[src/rtl/clock_gate_ctrl.sv]
// Per-unit clock-gating controller: wakes ALU sub-units on request, flags ready after a fixed wake
// latency, and gates them off after an idle period. Optional macro CLOCK_GATE_CTRL_STATS_EN adds active_cycles.
//
// state   | meaning
// ST_OFF  | unit clock gated, gate_en=0, ready=0
// ST_WAKE | gate_en=1, waiting WAKE_CYCLES for the unit clock to settle
// ST_ON   | gate_en=1, ready=1, idle counter running while req|busy low
module clock_gate_ctrl #(
  parameter int unsigned NUM_UNITS   = 4,
  parameter int unsigned WAKE_CYCLES = 2,
  parameter int unsigned IDLE_CYCLES = 8,
  parameter int unsigned CNT_W       = 4
) (
  input  logic                 clk,
  input  logic                 rst,
  input  logic [NUM_UNITS-1:0] req,
  input  logic [NUM_UNITS-1:0] busy,
  input  logic                 sleep_all,
  output logic [NUM_UNITS-1:0] gate_en,
`ifdef CLOCK_GATE_CTRL_STATS_EN
  output logic [31:0]          active_cycles,
`endif
  output logic [NUM_UNITS-1:0] ready
);

  typedef enum logic [1:0] {
    ST_OFF  = 2'd0,
    ST_WAKE = 2'd1,
    ST_ON   = 2'd2
  } state_t;

  localparam logic [CNT_W-1:0] WAKE_LAST = CNT_W'(WAKE_CYCLES - 1);
  localparam logic [CNT_W-1:0] IDLE_LAST = CNT_W'(IDLE_CYCLES - 1);

  for (genvar u = 0; u < NUM_UNITS; u++) begin : g_unit
    state_t           state;
    logic [CNT_W-1:0] cnt;
    logic             g_en;
    logic             rdy;

    always_ff @(posedge clk) begin
      if (rst) begin
        state <= ST_OFF;
        cnt   <= '0;
        g_en  <= 1'b0;
        rdy   <= 1'b0;
      end else begin
        case (state)
          ST_OFF: begin
            if (req[u]) begin
              state <= ST_WAKE;
              cnt   <= '0;
              g_en  <= 1'b1;
            end
          end
          ST_WAKE: begin
            if (cnt == WAKE_LAST) begin
              state <= ST_ON;
              cnt   <= '0;
              rdy   <= 1'b1;
            end else begin
              cnt <= cnt + 1'b1;
            end
          end
          ST_ON: begin
            // activity beats both the idle timeout and sleep_all
            if (req[u] || busy[u]) begin
              cnt <= '0;
            end else if (sleep_all || (cnt == IDLE_LAST)) begin
              state <= ST_OFF;
              cnt   <= '0;
              g_en  <= 1'b0;
              rdy   <= 1'b0;
            end else begin
              cnt <= cnt + 1'b1;
            end
          end
          default: begin
            state <= ST_OFF;
            cnt   <= '0;
            g_en  <= 1'b0;
            rdy   <= 1'b0;
          end
        endcase
      end
    end

    assign gate_en[u] = g_en;
    assign ready[u]   = rdy;
  end

`ifdef CLOCK_GATE_CTRL_STATS_EN
  always_ff @(posedge clk) begin
    if (rst) begin
      active_cycles <= '0;
    end else if ((|gate_en) && (active_cycles != 32'hFFFF_FFFF)) begin
      active_cycles <= active_cycles + 32'd1;
    end
  end
`endif

endmodule
[config.mk]
export PLATFORM = sky130hd
export DESIGN_NAME = clock_gate_ctrl
export DESIGN_NICKNAME = d
export VERILOG_FILES = /design/src/rtl/clock_gate_ctrl.sv
export SDC_FILE = /design/constraint.sdc
export NUM_CORES = 1
export LEC_CHECK = 0
export ABC_AREA = 0
export CAP_MARGIN = 20
export CORE_UTILIZATION = 25
export CTS_CLUSTER_SIZE = 10
export DETAILED_ROUTE_END_ITERATION = 10
export HOLD_SLACK_MARGIN = 0.03
export PLACE_DENSITY_LB_ADDON = 0.1
export SLEW_MARGIN = 10
export SYNTH_ARGS = -nofsm -noshare
export SYNTH_HDL_FRONTEND = slang
export SYNTH_SLANG_ARGS = --single-unit
[constraint.sdc]
create_clock -name clk -period 1.75 [get_ports clk]
set_input_delay 0.2625 -clock clk [delete_from_list [all_inputs] [get_ports clk]]
set_output_delay 0.2625 -clock clk [all_outputs]
set_load 0.02 [all_outputs]
# Word-level counts from Yosys, hierarchy flattened
# Index checks and enable logic that the tools add are counted.
# totals
in_bits	11
elab_cells	148
output_inout_bits	8
register_bits	32
# op_classes
reduce_logical	24
add_sub_neg	4
n_mux	64
n_eq_ne	32
n_bitwise	8
# ops
operator	n
$mux 4	16
$pmux 4 s3	4
$reduce_and 4->1	12
$mux 2	16
$ne 2x2->1 const B	16
$pmux 1 s3	8
$pmux 2 s3	4
$add 4x1->4 const B	4
$eq 4x1->1 const B	4
$eq 4x3->1 const B	4
$mux 1	16
$eq 2x1->1 const B	4
$eq 2x2->1 const B	4
$logic_not 2->1	4
$logic_or 1x1->1	8
$not 1->1	8

# Longest topological paths before layout
# Gate-level depths: netlist (run 1).
# logic_depth
depth_word	5
mapped_depth	7
mapped_depth_nobuf	6

# Worst setup path after synthesis (run 1)
# OpenSTA, ideal clock, no wires.
# synth_path
path_kind	reg2reg
start	register g_unit[0].state[0]
end	register g_unit[0].g_en
synth_period_minus_slack_ps	1568
t_required_ps	1622
arrival_time_ps	1440
setup_ps	128
path_stages_with_launch	8
n_path_buf	1
setup_slack_ps	182
cell_sequence	dfxtp_1 -> inv_1 -> ha_1 -> nor2b_1 -> buf_2 -> a2111oi_4 -> mux2i_1 -> nor2_1
# synth_between
elab_chain_len	3
word_cells_on_any_way	9
cone_classes	eq/ne (5); mux (1); bitwise (1); reduce/logical (2)
# synth_lines
element	line	text
start, declared	36	state_t state;
start signal, assigned	43	state <= ST_OFF;
start signal, assigned	51	state <= ST_WAKE;
start signal, assigned	58	state <= ST_ON;
$eq 2x2->1, or another cell as far along	48	case (state)
$ne 2x2->1 (no source line) or $not 1->1 (tied branches)	--	
$reduce_and 4->1 (no source line)	--	
end signal, assigned	45	g_en <= 1'b0;
end signal, assigned	53	g_en <= 1'b1;
end signal, assigned	72	g_en <= 1'b0;
end, declared	38	logic g_en;
# Parallel ways exist; a longest one is shown, timed or not.
# A chain may end at the register's enable or synchronous reset.

# Worst setup path after layout (run 1)
# layout_path
start	register g_unit[2].state[0]
end	register g_unit[2].g_en
# layout_between
elab_chain_len	3
word_cells_on_any_way	9
cone_classes	eq/ne (5); mux (1); bitwise (1); reduce/logical (2)
# layout_lines
element	line
start, declared	36
start signal, assigned	43
start signal, assigned	51
start signal, assigned	58
$eq 2x2->1, or another cell as far along	48
$ne 2x2->1 (no source line) or $not 1->1 (tied branches)	--
$reduce_and 4->1 (no source line)	--
end signal, assigned	45
end signal, assigned	53
end signal, assigned	72
end, declared	38
# Parallel ways exist; a longest one is shown, timed or not.

==> results of run 1 <==
[critical path: stages (launching register included)]
cell,delay [ns]
dfxtp_1,0.37
inv_1,0.09
ha_1,0.26
nor2b_1,0.19
a2111oi_4,0.32
mux2i_1,0.22
nor2_1,0.05
[final cells by class]
class	instances	area [sq um]	area share (%)
Clock inverter	1	30.03	1.124
Sequential cell	32	640.6	23.98
Clock buffer	7	96.34	3.607
Tap cell	105	131.4	4.918
Multi-Input combinational cell	175	1375	51.48
Inverter	16	60.06	2.248
Timing Repair Buffer	39	337.8	12.65
[path summary, 6_finish.rpt]
kind | to | slack [ns] | cells after the start
hold / removal | g_unit[1].cnt[1]$_SDFFE_PP0N_ | 0.48 | 2
setup / recovery | g_unit[2].g_en$_SDFFE_PP0P_ | 0.14 | 6
hold reg to reg | g_unit[1].cnt[1]$_SDFFE_PP0N_ | 0.48 | 2
setup reg to reg | g_unit[2].g_en$_SDFFE_PP0P_ | 0.14 | 6
[report_power, final]
| part | switching [uW] | total [uW] | internal (uW) |
|---|---|---|---|
| Clock | 295 | 798 | 503 |
| Combinational | 1080 | 2080 | 996 |
| Sequential | 114 | 1020 | 902 |
| Total | 1490 | 3890 | 2400 |
[synth_stat cells (all sizes together) (3+ instances only)]
cell,number
a211oi,10
a21oi,20
a221oi,3
a31oi,3
a32oi,3
and2b,3
buf,10
dfxtp,32
ha,24
inv,16
mux2i,3
nand2,19
nand2b,4
nand3,11
nand3b,4
nand4b,4
nor2,15
nor2b,8
o21a,5
o21ai,9
or3b,4
[state kept, by name, indices dropped and copies added, names as in the netlist]
| name | count |
|---|---|
| g_unit.cnt | 16 |
| g_unit.state | 8 |
| g_unit.g_en | 4 |
| g_unit.rdy | 4 |
[kinds of logic (layout without fill, tap and decap cells)]
logic type	after synthesis	count (layout)	share of synthesized area, %
AOI/OAI and AO/OA	65	65	24.90
xor gates and xnor gates	1	1	0.4082
adders and majority gates	24	24	13.99
buffers and inverters	28	63	6.414
DFF	32	32	29.85
muxes	3	3	1.399
and+or+nand+nor	82	82	23.03
[metal layers]
layer | vias up | share of wire (%) | track usage [%]
li1 | 917 | - | -
met1 | 824 | 51 | 15.50
met2 | 26 | 44 | 17.69
met3 | 8 | 3.4 | 2.738
met4 | 0 | 1.9 | 5.177
met5 | - | 0 | 0
[metrics by stage]
step | hold WS [ns] | worst slack [ns]
3_3_place_gp | 0.4680 | -0.1091
4_1_cts | 0.4881 | 0.1261
2_1_floorplan | 0.4521 | 0.1824
5_1_grt | 0.5137 | 0.01398
3_5_place_dp | 0.4774 | -0.1201
6_report | 0.4840 | 0.1389
[what timing repair did]
action | 4_1_cts | 5_1_grt
resized for setup | 0 | 2
setup buffers | 0 | 0
endpoints found under the setup margin | 0 | 3
hold buffers | 0 | 0
==> flow_summary_export.csv, run 1 <==
group,metric,value,unit
layout,fin_nets,304,
drt,ant_nets,0,
placement,portBuffers,18,
logic_synthesis,synthTopCellsByArea,"dfxtp_1 (30%), ha_1 (14%), a21oi_1 (3.7%)",
placement,place_congestion,0.6830,
clock_tree,clk_pin_slew,0.07,ns
power,fin_total_pwr,3892,uW
logic_synthesis,yosys_warnings,0,
global_route,grt_max_degree,17,
timing,setup_viol,0,
logic_synthesis,synth.yosys.seq_area_share,29.85,%
critical_path,cp_data_arrival_time,1.79,ns
timing,relSlewSlack,80.21,%
logic_synthesis,synth_edf_count,0,
logic_synthesis,syn_avg_cell_area,9.131,sq um
power,p_per_area,1457,mW/mm^2
clock_tree,numCtsBuffers,5,
critical_path,startpoint,"g_unit[2].state[0]$_SDFFE_PP0P_",
layout,post-route-util,32.35,%
timing,final.setup.tns,0,ns
min_path,min_from,"g_unit[1].cnt[1]$_SDFFE_PP0N_",
placement,dp.cells,367,
logic_synthesis,synth_ff_type,"dfxtp_1",
placement,dpl_cell_area,0.002537,sq mm
critical_path,setup.worst_path.class,"reg -> reg",
timing,worst_pin_slew,0.2968,ns
floorplan,start_util,25.98,%
drt,dr.pass1.iters,4,
drt,drt_iter0_drc,55,
timing,hold_viol_final,0,
clock_tree,cts_root_buf,"clkbuf_8",
logic_synthesis,async_reset_ff_share,0,%
global_route,grt_pass1_vias,1703,
global_route,grt_use_total,11.63,%
global_route,antenna_found_initial,0,
layout,fin_cells,375,
floorplan,die-area,0.008958,sq mm
timing,maxSlewViolCount,0,
timing,max_clock_freq,620.7,MHz
power,ir_worst_vdd,0.5484,mV
drt,drc,0,
critical_path,cp_max_fo,5,
placement,dp_hpwl,3485,um
timing,period_needed,1.611,ns
drt,wl_per_cell,12.49,um
clock_tree,tritoncts,"yes",
clock_tree,h-tree-depth,2,
logic_synthesis,yosysTopAreaCellShare,29.85,%
floorplan,io_pins,19,
layout,final_cell_mix,"dfxtp_1 (32), ha_1 (24), buf_4 (21)",
layout,nFillCells,889,
layout,areaGrowthSynthToFinish,24.49,%
flow_run,drv_cap,0,
critical_path,cp-end-kind,"flip-flop",
min_path,hold_path_class,"reg -> reg",
logic_synthesis,yosys_register_bits,32,
layout,final_common_cell,"dfxtp_1",
logic_synthesis,synth_top_area_cell,"dfxtp_1",
logic_synthesis,syn-instance-count,235,
layout,drive_gt1_share,19.26,%
floorplan,die_y,94.65,um
layout,antenna_cells,0,
logic_synthesis,syn_area,0.002146,sq mm
critical_path,critPathLaunchType,"flip-flop",
clock_tree,clock_latency,0.28,ns
layout,stdcell_area,0.002671,sq mm
timing,skew,0.005550,ns
drt,routed_wl,4685,um
clock_tree,cts_buffer_depth,2,
drt,viasPerCell,4.733,
floorplan,fp-row-count,33,
timing,period_share,92.06,%
global_route,grt.overflow.total,0,
timing,rsz0062_at_grt,"false",
logic_synthesis,synth_cell_types,45,
floorplan,core,0.008258,sq mm
floorplan,die_x,94.65,um
power,leakage,0.001089,uW
critical_path,r2r-start,"g_unit[2].state[0]$_SDFFE_PP0P_",
drt,vias,1775,
run_status,status,"finished clean",
critical_path,required,1.93,ns
global_route,grt_pass1_wl,8017,um
clock_tree,numClockSinks,32,
logic_synthesis,syn_nets,270,
Power figures use the tool's default switching activity.
==> inputs of run 2 (changes only) <==
--- a/config.mk
+++ b/config.mk
@@ -7,7 +7,7 @@
 export LEC_CHECK = 0
 export ABC_AREA = 0
 export CAP_MARGIN = 20
-export CORE_UTILIZATION = 25
+export CORE_UTILIZATION = 55
 export CTS_CLUSTER_SIZE = 10
 export DETAILED_ROUTE_END_ITERATION = 10
 export HOLD_SLACK_MARGIN = 0.03
==> run 2 against run 1 <==
Hold slack better by 0.0026 ns; non-clock buffer count is 4 lower; register-to-register slack hardly changed; sequential power hardly changed.
==> flow_summary_export.csv, run 2 (synthesized netlist as in run 1, its figures left out) <==
group,metric,value,unit
run_status,status,"finished clean",
layout,fin_nets,300,
clock_tree,h-tree-depth,2,
layout,nFillCells,305,
timing,fin_ws,0.1273,ns
floorplan,core,0.003689,sq mm
critical_path,endpoint,"g_unit[1].cnt[3]$_SDFFE_PP0N_",
floorplan,fp-row-count,22,
layout,areaGrowthSynthToFinish,19.13,%
layout,top_regs,"g_unit.cnt (16), g_unit.state (8)",
global_route,grt_use_total,23.17,%
layout,fin_cells,314,
timing,period_share,92.72,%
layout,antenna_cells,0,
drt,vias,1726,
power,fin_total_pwr,3776,uW
power,ir_worst_vdd,1.002,mV
critical_path,r2r-start,"g_unit[1].cnt[1]$_SDFFE_PP0N_",
critical_path,cp-end-kind,"flip-flop",
global_route,grt_pass1_wl,7445,um
clock_tree,cts_root_buf,"clkbuf_8",
drt,viasPerCell,5.497,
clock_tree,cts_hold_buf,0,
floorplan,start_util,58.18,%
clock_tree,numCtsBuffers,5,
drt,drc,0,
flow_run,drv_cap,0,
timing,rsz0062_at_grt,"false",
critical_path,setup.worst_path.class,"reg -> reg",
global_route,grt.overflow.total,0,
floorplan,io_pins,19,
placement,dp_hpwl,3181,um
critical_path,r2r_end,"g_unit[1].cnt[3]$_SDFFE_PP0N_",
layout,final_cell_mix,"dfxtp_1 (32), ha_1 (24), nand2_1 (19)",
clock_tree,post-cts-setup-buffers,0,
timing,max_clock_freq,616.3,MHz
clock_tree,clk_pin_slew,0.07,ns
clock_tree,clock_latency,0.28,ns
timing,worst_pin_slew,0.3351,ns
timing,relSlewSlack,77.53,%
timing,maxSlewViolCount,0,
clock_tree,cts_buffer_depth,2,
placement,dp.cells,306,
layout,largest_register_ffs,16,
timing,period_needed,1.623,ns
floorplan,die_x,64.46,um
critical_path,r2r_cells,6,
placement,dpl_worst_slack,-0.1067,ns
floorplan,die_y,64.46,um
timing,skew,0.006704,ns
global_route,grt_pass1_vias,1714,
min_path,hold_path_class,"reg -> reg",
critical_path,startpoint,"g_unit[1].cnt[1]$_SDFFE_PP0N_",
floorplan,die-area,0.004155,sq mm
drt,routed_wl,4274,um
power,leakage,0.001063,uW
critical_path,cp_data_arrival_time,1.83,ns
clock_tree,tritoncts,"yes",
layout,drive_gt1_share,16.92,%
critical_path,critPathLaunchType,"flip-flop",
clock_tree,numClockSinks,32,
layout,top_register,"g_unit.cnt",
clock_tree,cts_resized,0,
timing,setup_viol,0,
layout,final_common_cell,"dfxtp_1",
placement,place_congestion,0.8252,
power,p_per_area,1477,mW/mm^2
timing,hold_viol_final,0,
layout,post-route-util,69.30,%
critical_path,required,1.95,ns
drt,ant_nets,0,
drt,wl_per_cell,13.61,um
critical_path,r2r_slack,0.13,ns
drt,dr.pass1.iters,4,
global_route,grt_max_degree,27,
critical_path,cp_max_fo,4,
drt,drt_iter0_drc,89,
placement,portBuffers,18,
global_route,antenna_found_initial,0,
[run 2: worst min path at each step]
stage,start,end,slack [ns],cells after the start
3_5_place_dp,g_unit[1].cnt[1]$_SDFFE_PP0N_,g_unit[1].cnt[1]$_SDFFE_PP0N_,0.48,2
6_report,g_unit[2].cnt[1]$_SDFFE_PP0N_,g_unit[2].cnt[1]$_SDFFE_PP0N_,0.49,2
5_1_grt,g_unit[2].g_en$_SDFFE_PP0P_,g_unit[2].g_en$_SDFFE_PP0P_,0.52,2
4_1_cts,g_unit[2].cnt[1]$_SDFFE_PP0N_,g_unit[2].cnt[1]$_SDFFE_PP0N_,0.49,2
3_3_place_gp,g_unit[2].state[0]$_SDFFE_PP0P_,g_unit[2].state[0]$_SDFFE_PP0P_,0.47,2
2_1_floorplan,g_unit[2].state[0]$_SDFFE_PP0P_,g_unit[2].state[0]$_SDFFE_PP0P_,0.45,2
[run 2: final cells by class]
| cell class | count | area [sq um] | area share [%] |
|---|---|---|---|
| multi-input combinational | 175 | 1368 | 53.50 |
| tap | 48 | 60.06 | 2.349 |
| inverter | 16 | 60.06 | 2.349 |
| timing repair buffer | 35 | 320.3 | 12.53 |
| clock buffer | 6 | 72.57 | 2.839 |
| clock inverter | 2 | 35.03 | 1.371 |
| sequential | 32 | 640.6 | 25.06 |
[run 2: layer usage]
| metal | global-route usage [%] | wire length [um] | part of all wire (%) | vias up |
|---|---|---|---|---|
| li1 | - | - | - | 898 |
| met1 | 29.15 | 2114 | 49 | 799 |
| met2 | 39.21 | 1969 | 46 | 23 |
| met3 | 5.458 | 135 | 3.2 | 6 |
| met4 | 6.667 | 55 | 1.3 | 0 |
| met5 | 0 | 0 | 0 | - |
[run 2: worst max-delay path: stages (launching register included)]
cell      delay (ns)
dfxtp_1         0.38
inv_1           0.06
ha_1            0.17
or3b_4          0.26
a32oi_1         0.07
or4_1           0.51
o211ai_1        0.10
[run 2: power breakdown]
group	leakage [uW]	switching, uW	internal (uW)	total [uW]
registers	0.000261	112	902	1010
logic	0.000746	1080	975	2060
clock network	0.0000552	279	422	702
[run 2: metrics by stage]
step | hold WS (ns) | setup TNS, ns | instance area (sq um)
floorplan | 0.4521 | 0 | 2146
global placement | 0.4694 | -0.4078 | 2449
detailed placement | 0.4816 | -0.7412 | 2449
CTS | 0.4904 | 0 | 2556
global route | 0.5201 | 0 | 2556
finish | 0.4866 | 0 | 2556
==> edit, RTL diff (config.mk and constraints of run 2) <==
Change the parameter `NUM_UNITS` from 4 to 5.
--- a/src/rtl/clock_gate_ctrl.sv
+++ b/src/rtl/clock_gate_ctrl.sv
@@ -8,3 +8,3 @@
 module clock_gate_ctrl #(
-  parameter int unsigned NUM_UNITS   = 4,
+  parameter int unsigned NUM_UNITS   = 5,
   parameter int unsigned WAKE_CYCLES = 2,
Ports: changed (resized busy, gate_en, ready and req); port bits go from 19 to 23. No check against the original RTL was run, so the function may have changed too.
==> edit against run 2 <==
Routed wire length up 16%; largest cell class unchanged; worst setup slack worse by 0.080 ns; total power up 17%; sequential share of layout area up 1.6 points; synthesized area up 19%; highest routed layer unchanged; final area up 18%; first-iteration DRC count down 22%; sequential cell count up 8; largest power group unchanged; clock power up 4.0%; global-route usage down 2.7 points.
==> edit: results (changes against run 2) <==
Synth
  – Synth async-reset ratio: 0% (unchanged)
  – Synth top area cells: dfxtp_1 31%, ha_1 15%, a21oi_1 4.1%
  – Yosys warning count: 0 (unchanged)
  – Post-synth top cells: 40 x dfxtp_1, 30 x ha_1, 25 x inv_1, 21 x a21oi_1, 19 x nand2_1
  – Sequential area share after synthesis: 31.3% (+1.4 points)
  – Synth cell types: 49 (+8.9%)
  – Post-synth top flop: dfxtp_1
  – Synthesized Nets: 337 (+25%)

Placed design
  – Placed inst area: 2870 µm² (+17%)
  – Pre-CTS WS: -0.242 ns (-0.136 ns)
  – IO Port Bufs: 22 (+4)
  – Hpwl dp: 3.70 mm (+16%)
  – Gpl congestion: 0.775 (-6.1%)

Cells and area
  – Biggest regs: g_unit.cnt: 20 flops, g_unit.state: 10 flops
  – N_diodes: 0 (unchanged)
  – Share of cells above drive strength 1: 13.5% (-3.4 points)
  – Fillers: 368 (+21%)
  – Nets: 367 (+22%)

CTS
  – Worst skew pair latency: 0.29 ns
  – Cts bufs inserted: 5 (unchanged)
  – Htree depth: 2 (unchanged)
  – Post-CTS setup buffer count: 0 (unchanged)
  – Clock slew at reported path FFs: 0.08 ns
  – Root Driver: clkbuf_8
  – Clock Path Buffers: 2 (unchanged)

Detailed routing
  – Routed Wire Length: 4.98 mm (+16%)
  – DRT Pass-1 Iters: 4 (unchanged)
  – Drt first-iter violations: 69 (-22%)
  – Vias per cell: 5.64 (+2.7%)

Global routing
  – Total track usage: 20.4% (-2.7 points)
  – Largest net degree at the start of global routing: 16 (-41%)
  – First-pass GRT wire length: 8.25 mm (+11%)
  – Initial antenna violation count: 0 (unchanged)
  – Number of global-route vias before repair: 1945 (+13%)

Timing
  – Least-Margin Pin Slew: 0.442 ns (+0.107 ns)
  – Worst Skew: 0.0103 ns (+0.00357 ns)
  – Pins Over Slew Limit: 0 (unchanged)

Pwr
  – Peak supply drop: 0.820 mV (-18%)
  – Leakage power: 0.00122 µW (+15%)
  – Int Pwr: 2670 µW (+16%)

Hold path
  – Hold crit path type: reg2reg

Worst setup path
  – Arr. time, crit path: 1.91 ns (+0.08 ns)
  – Worst-path fanout max: 6 (+2)
  – CP max stage delay: 0.63 ns (+0.12 ns)
  – Slowest-stage cell, CP: or4b_4

Outcome
  – Outcome: complete, no violations
==> edit: cell types whose count changed after synthesis, sizes merged, moves of 3 or more <==
cell / before / now
dfxtp: 32 / 40
o21ai: 9 / 13
a21o: 2 / 6
nand3b: 4 / 7
nand3: 11 / 15
ha: 24 / 30
a31oi: 3 / 8
a21oi: 20 / 25
inv: 16 / 25
==> edit: metrics by stage <==
step	hold WS [ns]	instances	setup TNS, ns
floorplan	0.400	294	0
global placement	0.455	369	-2.62
detailed placement	0.465	369	-3.51
CTS	0.482	377	0
global route	0.497	377	0
finish	0.474	377	0
==> edit: power groups by stage <==
stage	registers (µW)	logic (µW)	clock network, µW
2_1_floorplan	1250	1750	0
3_3_place_gp	1280	2290	0
3_5_place_dp	1280	2350	0
4_1_cts	1270	2360	755
5_1_grt	1300	2680	784
6_report	1270	2410	730
==> edit: area by class of cell <==
type / instances / area, µm² / share of cell area (%)
Inverter: 25 / 93.8 / 3.12
Clock buffer: 6 / 72.6 / 2.41
Tap cell: 52 / 65.1 / 2.16
Multi-Input combinational cell: 215 / 1610 / 53.5
Timing Repair Buffer: 37 / 333 / 11.1
Sequential cell: 40 / 802 / 26.6
Clock inverter: 2 / 35.0 / 1.16
==> edit: layer usage <==
layer / up-vias / part of all wire (%) / GRT usage [%]
met5: - / 0 / 0
met4: 0 / 1.1 / 8.00
met3: 8 / 2.4 / 3.61
met2: 30 / 45 / 33.4
met1: 987 / 51 / 26.6
li1: 1103 / - / -
==> edit: cells by family (layout without fill, tap and decap cells) <==
group | after synthesis | after routing | share of synthesized area, %
adders and majority gates | 30 | 30 | 14.6
buffers and inverters | 39 | 70 | 7.23
DFF | 40 | 40 | 31.3
and+or+nand+nor | 96 | 96 | 21.9
xor gates and xnor gates | 2 | 2 | 0.684
AOI/OAI and AO/OA | 85 | 85 | 23.5
muxes | 2 | 2 | 0.781
==> edit: final timing paths <==
check | startpoint | endpoint | slack, ns | cells past startpoint
setup / recovery | sleep_all | g_unit[3].cnt[2] | 0.05 | 4
hold / removal | g_unit[4].g_en | g_unit[4].g_en | 0.47 | 1
setup reg to reg | g_unit[3].state[0] | g_unit[3].cnt[2] | 0.09 | 5
hold reg to reg | g_unit[4].g_en | g_unit[4].g_en | 0.47 | 1
==> edit: timing repair <==
action | in CTS | in global routing
hold endpoints to repair | 0 | 0
hold buffers | 0 | 0
endpoints found under the setup margin | 0 | 5
gates resized for setup | 0 | 7
==> edit: critical path: cells and delay by family <==
kind            cells  cell delay (ns)
compound gates      1             0.20
buf+inv             1             0.58
simple gates        2             0.86
